$ cat src/rtl/neuron_layer_ctrl.sv
// Layer sequencer: one shared 2-input weighted-sum/threshold datapath evaluates
// N_NEUR neurons in turn (MUL1, MUL2, CMP per neuron) for each accepted sample.
module neuron_layer_ctrl #(
    parameter int unsigned N_NEUR = 4,
    parameter int unsigned IDXW   = 2
) (
    input  logic              clock,
    input  logic              res,
    input  logic              cfg_we,
    input  logic [IDXW-1:0]   cfg_idx,
    input  logic [3:0]        cfg_w1,
    input  logic [3:0]        cfg_w2,
    input  logic [3:0]        cfg_t,
    input  logic              in_valid,
    output logic              in_ready,
    input  logic [3:0]        inp1,
    input  logic [3:0]        inp2,
    output logic              out_valid,
    output logic [N_NEUR-1:0] out_fire,
    output logic              busy
);

    typedef enum logic [2:0] {StIdle, StMul1, StMul2, StCmp, StDone} state_e;

    localparam logic [IDXW-1:0] LastIdx = IDXW'(N_NEUR - 1);
    localparam logic [IDXW:0]   NumNeur = (IDXW + 1)'(N_NEUR);

    state_e              state_q, state_d;
    logic [IDXW-1:0]     idx_q, idx_d;
    logic [8:0]          acc_q, acc_d;
    logic [3:0]          in1_q, in1_d, in2_q, in2_d;
    logic [3:0]          w1_q [N_NEUR];
    logic [3:0]          w1_d [N_NEUR];
    logic [3:0]          w2_q [N_NEUR];
    logic [3:0]          w2_d [N_NEUR];
    logic [3:0]          t_q  [N_NEUR];
    logic [3:0]          t_d  [N_NEUR];
    logic                out_valid_q, out_valid_d;
    logic [N_NEUR-1:0]   out_fire_q, out_fire_d;
    logic                cfg_ok;

    always_comb begin
        state_d     = state_q;
        idx_d       = idx_q;
        acc_d       = acc_q;
        in1_d       = in1_q;
        in2_d       = in2_q;
        w1_d        = w1_q;
        w2_d        = w2_q;
        t_d         = t_q;
        out_valid_d = out_valid_q;
        out_fire_d  = out_fire_q;

        // Config only lands in IDLE; a write coinciding with acceptance is used by that sample.
        cfg_ok = cfg_we && (state_q == StIdle) && ({1'b0, cfg_idx} < NumNeur);
        if (cfg_ok) begin
            w1_d[cfg_idx] = cfg_w1;
            w2_d[cfg_idx] = cfg_w2;
            t_d[cfg_idx]  = cfg_t;
        end

        case (state_q)
            StIdle: begin
                if (in_valid) begin
                    in1_d   = inp1;
                    in2_d   = inp2;
                    idx_d   = '0;
                    acc_d   = '0;
                    state_d = StMul1;
                end
            end
            StMul1: begin
                acc_d   = 9'(in1_q) * 9'(w1_q[idx_q]);
                state_d = StMul2;
            end
            StMul2: begin
                acc_d   = acc_q + 9'(in2_q) * 9'(w2_q[idx_q]);
                state_d = StCmp;
            end
            StCmp: begin
                out_fire_d[idx_q] = (acc_q >= {1'b0, t_q[idx_q], 4'b0000});
                if (idx_q == LastIdx) begin
                    out_valid_d = 1'b1;
                    state_d     = StDone;
                end else begin
                    idx_d   = idx_q + 1'b1;
                    state_d = StMul1;
                end
            end
            StDone: begin
                out_valid_d = 1'b0;
                state_d     = StIdle;
            end
            default: state_d = StIdle;
        endcase
    end

    always_ff @(posedge clock or negedge res) begin
        if (!res) begin
            state_q     <= StIdle;
            idx_q       <= '0;
            acc_q       <= '0;
            in1_q       <= '0;
            in2_q       <= '0;
            out_valid_q <= 1'b0;
            out_fire_q  <= '0;
            for (int i = 0; i < int'(N_NEUR); i++) begin
                w1_q[i] <= '0;
                w2_q[i] <= '0;
                t_q[i]  <= '0;
            end
        end else begin
            state_q     <= state_d;
            idx_q       <= idx_d;
            acc_q       <= acc_d;
            in1_q       <= in1_d;
            in2_q       <= in2_d;
            out_valid_q <= out_valid_d;
            out_fire_q  <= out_fire_d;
            w1_q        <= w1_d;
            w2_q        <= w2_d;
            t_q         <= t_d;
        end
    end

    assign in_ready  = res && (state_q == StIdle);
    assign busy      = (state_q != StIdle);
    assign out_valid = out_valid_q;
    assign out_fire  = out_fire_q;

endmodule

$ cat config.mk
export PLATFORM = sky130hd
export DESIGN_NAME = neuron_layer_ctrl
export DESIGN_NICKNAME = d
export VERILOG_FILES = /design/src/rtl/neuron_layer_ctrl.sv
export SDC_FILE = /design/constraint.sdc
export NUM_CORES = 1
export LEC_CHECK = 0
export BUFFER_PORTS_ARGS = -buffer_cell sky130_fd_sc_hd__buf_2
export CAP_MARGIN = 30
export CORE_ASPECT_RATIO = 1.4
export CORE_UTILIZATION = 45
export CTS_CLUSTER_DIAMETER = 30
export CTS_CLUSTER_SIZE = 14
export DETAILED_ROUTE_END_ITERATION = 10
export PLACE_DENSITY_LB_ADDON = 0.12
export SYNTH_ARGS = -nofsm -noshare
export SYNTH_HDL_FRONTEND = slang
export SYNTH_SLANG_ARGS = --single-unit
$ cat constraint.sdc
create_clock -name clock -period 5.49 [get_ports clock]
set_input_delay 0.2745 -clock clock [delete_from_list [all_inputs] [get_ports clock]]
set_output_delay 0.2745 -clock clock [all_outputs]
set_load 0.05 [all_outputs]
==> out/metrics.yaml <==
outcome: "complete, no violations"
critPathTopFamily: "adder cells"
grt-ovfl-total: 0
worst-path-buf-inv: 1
cp_data_required_time_ns: 5.69
n_fill_cell: 888
worst_slack_ns: 1.17
cap_viol_max_count: 0
yosysTopAreaCellShare_pct: 40.4
cpMostUsedCell: "fa_1"
crit_chain: "mux4_2, nand2_1, fa_1, fa_1, fa_1, inv_1, ha_1, o21ai_1, nor3_2, a2111oi_4, mux2i_1, o211ai_2"
grt_pass1_vias: 3120
start_util_pct: 46.6
stdcell_area_um2: 5290
post-route-util_pct: 53.1
viasPerCell: 5.36
rsz0062_at_grt: "no"
min_from: "inp1[2]"
ys_types: 48
cts_sinks: 75
synthFlopType: "dfrtp_1"
setup_viol: 0
layout_commonest_cell: "dfrtp_1"
die_w_um: 87.9
grt_util_all_layers_pct: 19.8
io_buffers: 32
clk_latency_ns: 0.33
most-common-layout-cells: "dfrtp_1, mux2_2, ha_1"
drive_gt1_share_pct: 31.0
numCtsBuffers: 9
routedWlPerCell_um: 16.9
drc_errors: 0
ant_nets: 0
r2r-end: "acc_q[8]"
r2r_cells: 12
slew_viol_final: 0
first_iter_violations: 118
cp-end-kind: "flip-flop"
synth-warning-count: 0
synth-edff-count: 0
hold_violations: 0
postSynthCellCount: 378
tns_ns: 0
first_pass_iters: 4
die-height_um: 122
crit_fanout: 5
critPathLaunchType: "flip-flop"
yosys-top-cells-area: "dfrtp_1, mux2_2, ha_1"
diodes: 0
hold_class: "input pin to flip-flop"
fmax_mhz: 231
ys_async_sr_fraction_pct: 100
clock_path_buffers: 2
critPathMaxStageDelay_ns: 0.59
grt_start_max_net_pins: 41
whs_endpoint: "in1_q[2]"
fin_skew_ns: 0.00967
slew_headroom_pct: 46.3
antenna_found_initial: 0
num_vias: 2973
cts_max_level: 3
cp_slowest_cell: "mux4_2"
period_minus_slack_ns: 4.32
arrival_ns: 4.52
root_buffer: "clkbuf_16"
hold_depth: 2
hpwl_mm: 7.23
yosys.area.top_type: "dfrtp_1"
dp_slack_ns: 1.15
totalWireLength_mm: 9.36
dieArea_um2: 10700
fin_nets: 491
coreArea_um2: 9950
grt_pass1_wl_mm: 15.7
critPathKind: "flip-flop to flip-flop"
synthesis.nets: 454
period_share_pct: 78.7
synth.avg_cell_area_um2: 12.3
ios: 33
syn_area_um2: 4640
yosysSeqAreaShare_pct: 40.4
worstReg2RegStart: "idx_q[0]"
area_growth_pct: 13.9
cts_tree: "yes"
dpl_cell_area_um2: 4950
worst_pin_slew_ns: 0.803
gp_congestion: 0.802
ys_ff_latch: 75
r2r_slack_ns: 1.17
clkTransAtPathRegs_ns: 0.06
rows: 43
cell families after synthesis:
group | count (synthesis) | share of synthesized area (%)
multiplexers | 76 | 21.2
AND/OR/NAND/NOR | 75 | 9.16
flip-flops | 75 | 40.4
AO/OA/AOI/OAI | 50 | 8.49
buffers and inverters | 46 | 4.07
adder cells (fa/ha/maj) | 50 | 15.6
XOR/XNOR | 6 | 1.13
routing by layer:
layer	routed length, µm	part of all wire, %	global-route usage (%)
met1	4110	44	24.1
met4	190	2.0	8.30
met3	196	2.1	3.18
met2	4860	52	34.4
met5	0	0	0
flip-flops by register name (all words and copies together) (netlist names):
register	count
acc_q	9
idx_q	2
in1_q	4
in2_q	4
out_fire	4
out_valid	1
state_q	3
t_q	16
w1_q	16
w2_q	16
worst max path at each step:
stage,depth (start not counted),slack [ns],end,start
finish,12,1.17,acc_q[8],idx_q[0]
global route,12,0.92,acc_q[8],idx_q[0]
CTS,12,1.14,acc_q[8],idx_q[0]
detailed placement,12,1.15,acc_q[8],idx_q[0]
global placement,12,1.29,acc_q[8],idx_q[0]
floorplan,14,1.06,acc_q[8],idx_q[0]
synthesized netlist by cell type (2+ instances only):
library cell / number
mux2i_1: 7
buf_4: 2
a21oi_1: 6
clkbuf_1: 2
o21bai_1: 2
and3_1: 2
xnor2_1: 3
a41oi_1: 4
fa_1: 13
a31oi_1: 2
nor2_1: 5
nor3_2: 3
a21o_1: 5
a211oi_1: 4
inv_1: 35
mux2_2: 57
nand3_1: 3
mux4_2: 12
xor2_1: 3
nand2b_1: 5
ha_1: 37
and2_1: 27
o21ai_0: 9
dfrtp_1: 75
nor3_1: 4
nand2_1: 19
buf_2: 7
a222oi_1: 3
a22oi_1: 3
what timing repair did:
action | in CTS | in global routing
resized for setup | 0 | 0
hold endpoints to repair | 35 | 0
hold buffers | 1 | 0
buffers inserted | 0 | 0
cell type report:
| class | instances | area, µm² | area share, % |
|---|---|---|---|
| Timing Repair Buffer | 37 | 206 | 3.91 |
| Sequential cell | 75 | 1880 | 35.5 |
| Clock inverter | 6 | 86.3 | 1.63 |
| Multi-Input combinational cell | 257 | 2580 | 48.8 |
| Inverter | 35 | 131 | 2.49 |
| Clock buffer | 10 | 239 | 4.52 |
| Tap cell | 135 | 169 | 3.20 |
through the flow:
step           cells  hold WS (ns)
6_report         555         0.168
4_1_cts          555         0.161
5_1_grt          555         0.171
2_1_floorplan    378       -0.0211
3_3_place_gp     537         0.272
3_5_place_dp     538         0.288
Power is not shown: default switching activity piles up to over one toggle a cycle in this logic, so the estimate is an artifact.
